===== src/rtl/dmem_pkg.sv =====
// Shared types and defaults for the data memory responder.
// Holds the FSM encoding, sizing defaults and the range helper.
package dmem_pkg;

    typedef enum logic [1:0] {
        ST_IDLE = 2'd0,
        ST_WAIT = 2'd1,
        ST_RESP = 2'd2
    } dmem_state_t;

    localparam int DMEM_DEPTH       = 32;
    localparam int DMEM_WAIT_CYCLES = 1;
    localparam int DMEM_IDX_W       = 5;

    // An address is in range when every bit above the word index is zero.
    function automatic logic dmem_in_range(
        input logic [31:0] addr_hi
    );
        return (addr_hi == 32'd0);
    endfunction

endpackage


===== src/rtl/dmem_array.sv =====
// Word storage for the data memory responder.
// Synchronous write and clear, asynchronous read.
module dmem_array
    import dmem_pkg::*;
#(
    parameter int DATA_W = 32,
    parameter int DEPTH  = DMEM_DEPTH,
    parameter int IDX_W  = DMEM_IDX_W
) (
    input  logic              clk,
    input  logic              i_clr,
    input  logic              i_we,
    input  logic [IDX_W-1:0]  i_waddr,
    input  logic [DATA_W-1:0] i_wdata,
    input  logic [IDX_W-1:0]  i_raddr,
    output logic [DATA_W-1:0] o_rdata
);

    logic [DATA_W-1:0] r_mem [DEPTH];

    // Clear wins over a write on the same edge.
    always_ff @(posedge clk) begin
        if (i_clr) begin
            for (int i = 0; i < DEPTH; i++) begin
                r_mem[i] <= '0;
            end
        end else if (i_we) begin
            r_mem[i_waddr] <= i_wdata;
        end
    end

    // Combinational read returns contents before any same-edge write.
    assign o_rdata = r_mem[i_raddr];

endmodule


===== src/rtl/data_mem_responder.sv =====
// Valid/ready load/store responder with configurable wait states.
// One request in flight; response held until the requester takes it.
module data_mem_responder
    import dmem_pkg::*;
#(
    parameter int DATA_W      = 32,
    parameter int ADDR_W      = 10,
    parameter int DEPTH       = DMEM_DEPTH,
    parameter int WAIT_CYCLES = DMEM_WAIT_CYCLES
) (
    input  logic              clk,
    input  logic              reset,
    input  logic              req_valid,
    output logic              req_ready,
    input  logic              req_write,
    input  logic [ADDR_W-1:0] req_addr,
    input  logic [DATA_W-1:0] req_wdata,
    output logic              resp_valid,
    input  logic              resp_ready,
    output logic [DATA_W-1:0] resp_rdata,
    output logic              resp_err,
    output logic              resp_zero
);

    localparam logic [2:0] WC = 3'(WAIT_CYCLES);

    dmem_state_t r_state;
    dmem_state_t w_state_nxt;
    logic [2:0]  r_wait_cnt;
    logic [2:0]  w_wait_nxt;
    logic        w_enter_resp;
    logic        w_accept;
    logic        w_in_resp;

    logic              r_write;
    logic [ADDR_W-1:0] r_addr;
    logic [DATA_W-1:0] r_wdata;
    logic [DATA_W-1:0] r_rdata;
    logic              r_err;

    logic              w_op_write;
    logic [ADDR_W-1:0] w_op_addr;
    logic [DATA_W-1:0] w_op_wdata;
    logic              w_in_range;
    logic              w_mem_we;
    logic [DATA_W-1:0] w_mem_rdata;
    logic [31:0]       w_addr_hi;

    assign req_ready = (r_state == ST_IDLE);
    assign w_accept  = req_valid & req_ready;
    assign w_in_resp = (r_state == ST_RESP);

    // With no wait states the op completes on the accept edge, so use
    // the live request in IDLE and the captured one otherwise.
    assign w_op_write = req_ready ? req_write : r_write;
    assign w_op_addr  = req_ready ? req_addr  : r_addr;
    assign w_op_wdata = req_ready ? req_wdata : r_wdata;

    assign w_addr_hi  = 32'(w_op_addr >> DMEM_IDX_W);
    assign w_in_range = dmem_in_range(w_addr_hi);
    assign w_mem_we   = w_enter_resp & w_op_write & w_in_range;

    dmem_array #(
        .DATA_W (DATA_W),
        .DEPTH  (DEPTH),
        .IDX_W  (DMEM_IDX_W)
    ) u_array (
        .clk     (clk),
        .i_clr   (reset),
        .i_we    (w_mem_we),
        .i_waddr (w_op_addr[DMEM_IDX_W-1:0]),
        .i_wdata (w_op_wdata),
        .i_raddr (w_op_addr[DMEM_IDX_W-1:0]),
        .o_rdata (w_mem_rdata)
    );

    // State and wait counter registers.
    always_ff @(posedge clk) begin
        if (reset) begin
            r_state    <= ST_IDLE;
            r_wait_cnt <= 3'd0;
        end else begin
            r_state    <= w_state_nxt;
            r_wait_cnt <= w_wait_nxt;
        end
    end

    // Next-state logic; flags the edge that moves into RESP.
    always_comb begin
        w_state_nxt  = r_state;
        w_wait_nxt   = r_wait_cnt;
        w_enter_resp = 1'b0;
        unique case (r_state)
            ST_IDLE: begin
                if (w_accept) begin
                    if (WC == 3'd0) begin
                        w_state_nxt  = ST_RESP;
                        w_enter_resp = 1'b1;
                    end else begin
                        w_state_nxt = ST_WAIT;
                        w_wait_nxt  = WC - 3'd1;
                    end
                end
            end
            ST_WAIT: begin
                if (r_wait_cnt == 3'd0) begin
                    w_state_nxt  = ST_RESP;
                    w_enter_resp = 1'b1;
                end else begin
                    w_wait_nxt = r_wait_cnt - 3'd1;
                end
            end
            ST_RESP: begin
                if (resp_ready) begin
                    w_state_nxt = ST_IDLE;
                end
            end
            default: begin
                w_state_nxt = ST_IDLE;
            end
        endcase
    end

    // Capture the request fields on accept.
    always_ff @(posedge clk) begin
        if (reset) begin
            r_write <= 1'b0;
            r_addr  <= '0;
            r_wdata <= '0;
        end else if (w_accept) begin
            r_write <= req_write;
            r_addr  <= req_addr;
            r_wdata <= req_wdata;
        end
    end

    // Register the response once, on entry to RESP, so it stays stable.
    always_ff @(posedge clk) begin
        if (reset) begin
            r_rdata <= '0;
            r_err   <= 1'b0;
        end else if (w_enter_resp) begin
            if (w_op_write || !w_in_range) begin
                r_rdata <= '0;
            end else begin
                r_rdata <= w_mem_rdata;
            end
            r_err <= !w_in_range;
        end
    end

    assign resp_valid = w_in_resp;
    assign resp_rdata = w_in_resp ? r_rdata : '0;
    assign resp_err   = w_in_resp & r_err;
    assign resp_zero  = w_in_resp & (r_rdata == '0);

endmodule


===== config.mk =====
export PLATFORM = sky130hd
export DESIGN_NAME = data_mem_responder
export DESIGN_NICKNAME = d
export VERILOG_FILES = /design/src/rtl/dmem_pkg.sv /design/src/rtl/dmem_array.sv /design/src/rtl/data_mem_responder.sv
export SDC_FILE = /design/constraint.sdc
export NUM_CORES = 2
export LEC_CHECK = 0
export CAP_MARGIN = 20
export CORE_MARGIN = 1
export CORE_UTILIZATION = 35
export CTS_BUF_LIST = sky130_fd_sc_hd__clkbuf_16
export CTS_CLUSTER_SIZE = 14
export DETAILED_ROUTE_END_ITERATION = 12
export SLEW_MARGIN = 20
export SYNTH_ARGS = -nofsm -noshare
export SYNTH_HDL_FRONTEND = slang
export SYNTH_HIERARCHICAL = 1
export SYNTH_SLANG_ARGS = --single-unit

===== constraint.sdc =====
create_clock -name clk -period 4.1 [get_ports clk]
set_input_delay 1.23 -clock clk [delete_from_list [all_inputs] [get_ports clk]]
set_output_delay 1.23 -clock clk [all_outputs]
set_load 0.005 [all_outputs]

==> flow_metrics.env <==
export IMPL_yosysSeqAreaShare_pct=63.4
export IMPL_cp_start_kind="register"
export IMPL_synth_top_cell_area_share_pct=60.3
export IMPL_antenna_found_initial=3
export IMPL_cts_tree="done"
export IMPL_min_path_cells=2
export IMPL_cts_sinks=1105
export IMPL_cp_max_fo=3
export IMPL_synth_simple_area_share_pct=17.2
export IMPL_layout_setup_ws_ns=0.172
export IMPL_powerDensity_nw_per_um2=441
export IMPL_rows=139
export IMPL_hold_class="reg -> reg"
export IMPL_grt_pass1_vias=30558
export IMPL_drc=0
export IMPL_clockBufferDepth=3
export IMPL_synth_area_um2=51000
export IMPL_drt_pass1_iterations=5
export IMPL_drive_gt1_share_pct=13.4
export IMPL_grt_setup_unrepaired="no"
export IMPL_ioPinCount=83
export IMPL_start_util_pct=35.4
export IMPL_synthAdderAreaFrac_pct=0.0490
export IMPL_ctsHoldBuffers=0
export IMPL_max_freq_mhz=255
export IMPL_avgSynthCellArea_um2=13.2
export IMPL_grt_max_degree=52
export IMPL_period_needed_ns=3.93
export IMPL_grt_usage_pct=18.6
export IMPL_fill_cells=13108
export IMPL_timing_rr_end="r_rdata[12]$_SDFFE_PP0P_"
export IMPL_total_power_mw=26.2
export IMPL_nets=4020
export IMPL_finalHoldViolations=0
export IMPL_synth_seq_cells=1105
export IMPL_slew_violations=0
export IMPL_grt_overflow=0
export IMPL_die_h_um=384
export IMPL_fin_crit_sh_pct=95.8
export IMPL_cp_arrival_ns=2.70
export IMPL_timing_rr_start="r_state[0]$_SDFFE_PP0P_"
export IMPL_postRouteAntennaNets=0
export IMPL_cts_root_buffer="clkbuf_16"
export IMPL_synth_area_leader_cell="edfxtp_1"
export IMPL_cts_buffers=113
export IMPL_die_area_um2=147000
export IMPL_clock_latency_ns=0.71
export IMPL_final_core_util_pct=41.1
export IMPL_finalSetupViolations=0
export IMPL_grt_pass1_wl_um=204000
export IMPL_ys_warn_count=6
export IMPL_dp_hpwl_um=88200
export IMPL_synth_compound_area_share_pct=4.95
export IMPL_crit_path_end_kind="primary output"
export IMPL_synth_xor_xnor_area_share_pct=0
export IMPL_synth_top_family_by_area="simple AND/OR/NAND/NOR gates"
export IMPL_p_leak_nw=22.6
export IMPL_dr_first_iter_drc_count=2194
export IMPL_muxShareOfSynthArea_pct=10.9
export IMPL_tightest_slew_ns=1.04
export IMPL_min_from="r_wdata[0]$_SDFFE_PP0P_"
export IMPL_syn_instance_count=3876
export IMPL_clkTransAtPathRegs_ns=0.06
export IMPL_critPathRequiredTime_ns=2.87
export IMPL_core_area_um2=144000
export IMPL_crit_type="reg -> out"
export IMPL_ys_types=44
export IMPL_htree_levels=3
export IMPL_finalNonFillerCells=5974
export IMPL_r2r_slack_ns=0.81
export IMPL_status="finished, final reports clean"
export IMPL_area_growth_syn_to_layout_pct=16.3
export IMPL_reg2reg_depth=10
export IMPL_slew_headroom_pct=30.4
export IMPL_setup_tns_final_ns=0
export IMPL_maxCapViolations=0
export IMPL_ys_top_cells_by_area="edfxtp_1, and2_1, mux2i_1"
export IMPL_drt_vias_per_instance=5.05
export IMPL_fin_skew_ns=0.0225
export IMPL_drt_total_wl_um=138000
export IMPL_synth_net_count=3925
export IMPL_die_w_um=384
export IMPL_hold_end="r_wdata[0]$_SDFFE_PP0P_"
export IMPL_routedWlPerCell_um=23.1
export IMPL_dp_cells=5757
export IMPL_num_vias=30196
export IMPL_place_gp_congestion=0.833
export IMPL_ir_drop_uv=324
export IMPL_place_ws_ns=0.0387
export IMPL_portBuffers=82
power breakdown:
group          switching [mW]  leakage (nW)  internal (mW)
registers               0.115          11.2           12.6
logic                    2.06          9.47           1.17
clock network            4.35          1.90           5.83
cell families after synthesis:
family,after synthesis
AO/OA/AOI/OAI,371
AND/OR/NAND/NOR,1494
adder cells (fa/ha/maj),2
flip-flops,1105
buffers and inverters,353
multiplexers,551
area by class of cell:
cell class | instances | area (um2) | area share (%)
timing repair buffer | 331 | 3930 | 6.62
clock buffer | 117 | 2930 | 4.94
clock inverter | 97 | 728 | 1.23
inverter | 2 | 7.51 | 0.0127
antenna | 1 | 2.50 | 0.00422
tap | 1903 | 2380 | 4.01
sequential | 1105 | 32400 | 54.6
multi-input combinational | 2418 | 17000 | 28.6
how the worst max path moves through the flow:
stage,start,end,slack [ns],depth (start not counted)
6_report,r_rdata[16]$_SDFFE_PP0P_,resp_zero,0.17,5
5_1_grt,r_rdata[31]$_SDFFE_PP0P_,resp_zero,0.13,5
4_1_cts,r_rdata[31]$_SDFFE_PP0P_,resp_zero,0.13,5
3_5_place_dp,req_addr[9],u_array/r_mem[24][12]$_SDFFCE_PN0P_,0.04,10
3_3_place_gp,req_addr[1],r_rdata[29]$_SDFFE_PP0P_,0.09,9
2_1_floorplan,req_addr[9],u_array/r_mem[28][0]$_SDFFCE_PN0P_,0.64,9
worst max-delay path: stages, from the launching register on:
cell and delay [ns]:
dfxtp_1 0.40, nor4_1 0.39, buf_4 0.22, nand3_1 0.10, nor3_2 0.30, clkdlybuf4s50_1 0.58
repair_timing:
action / 4_1_cts / 5_1_grt
gates resized for setup: 1 / 0
buffers inserted: 2 / 0
setup endpoints to repair: 17 / 0
synthesized netlist by cell type:
cell type  instances
or2_2             33
a31oi_1           32
nand3b_1           3
nand2_2            1
nand3_2            1
nor2_8             4
a22oi_1           96
nor2b_1            6
nand2_1          187
and2_1          1060
nor2_1            29
nor2_4             5
nand2b_1           5
or4_4              1
clkbuf_1         196
clkbuf_4           1
a2bb2oi_1          1
mux2i_1          513
nand3b_2           1
nand3_1          100
mux2_2            38
a2111oi_4          1
edfxtp_1        1024
ha_1               2
buf_1             12
or3_4              2
inv_1              2
nand4_1            1
a21oi_1          143
buf_6             27
nor3_1            35
a22o_1            96
buf_8              1
and3_1             1
dfxtp_1           81
buf_2             48
nor4_1             8
or3b_4             2
clkbuf_2          27
nor2_2             6
buf_4             39
o21ai_0            2
or3_1              2
nor4b_1            1
state kept, by name (all words and copies together) (netlist names):
name and cells:
u_array/r_mem 1024, r_rdata 32, r_wdata 32, r_addr 10, r_wait_cnt 3, r_state 2
r_err 1, r_write 1
metrics by stage:
step	cell area, um2	hold slack [ns]
floorplan	51000	0.431
global placement	55600	0.439
detailed placement	55600	0.444
CTS	59300	0.453
global route	59300	0.464
finish	59300	0.450
cells in the final DEF (no fill, tap or decap), types with 4 or more instances in the layout:
| master | n |
|---|---|
| clkdlybuf4s50_1 | 81 |
| clkbuf_16 | 117 |
| a31oi_1 | 32 |
| nor3_1 | 34 |
| mux2i_1 | 513 |
| clkinv_1 | 20 |
| nand2_1 | 186 |
| inv_2 | 6 |
| buf_12 | 99 |
| or2_2 | 33 |
| edfxtp_1 | 1024 |
| nor2_2 | 24 |
| mux2_2 | 37 |
| nor2_1 | 9 |
| inv_1 | 24 |
| nor2_8 | 4 |
| nand3_1 | 100 |
| a21oi_1 | 143 |
| dfxtp_1 | 81 |
| a22oi_1 | 96 |
| nor2_4 | 7 |
| bufinv_16 | 11 |
| and2_1 | 1058 |
| clkinv_2 | 28 |
| buf_4 | 151 |
| a22o_1 | 96 |
| nor4_1 | 8 |
| clkinvlp_4 | 6 |
| nand2b_1 | 5 |
metal layers:
| metal | vias up | GRT usage [%] | wire length, um |
|---|---|---|---|
| li1 | 14021 | - | - |
| met1 | 15245 | 24.7 | 60800 |
| met2 | 737 | 31.4 | 67100 |
| met3 | 191 | 2.19 | 5840 |
| met4 | 2 | 6.16 | 3990 |
| met5 | - | 0 | 14 |
Power figures use the tool's default switching activity.
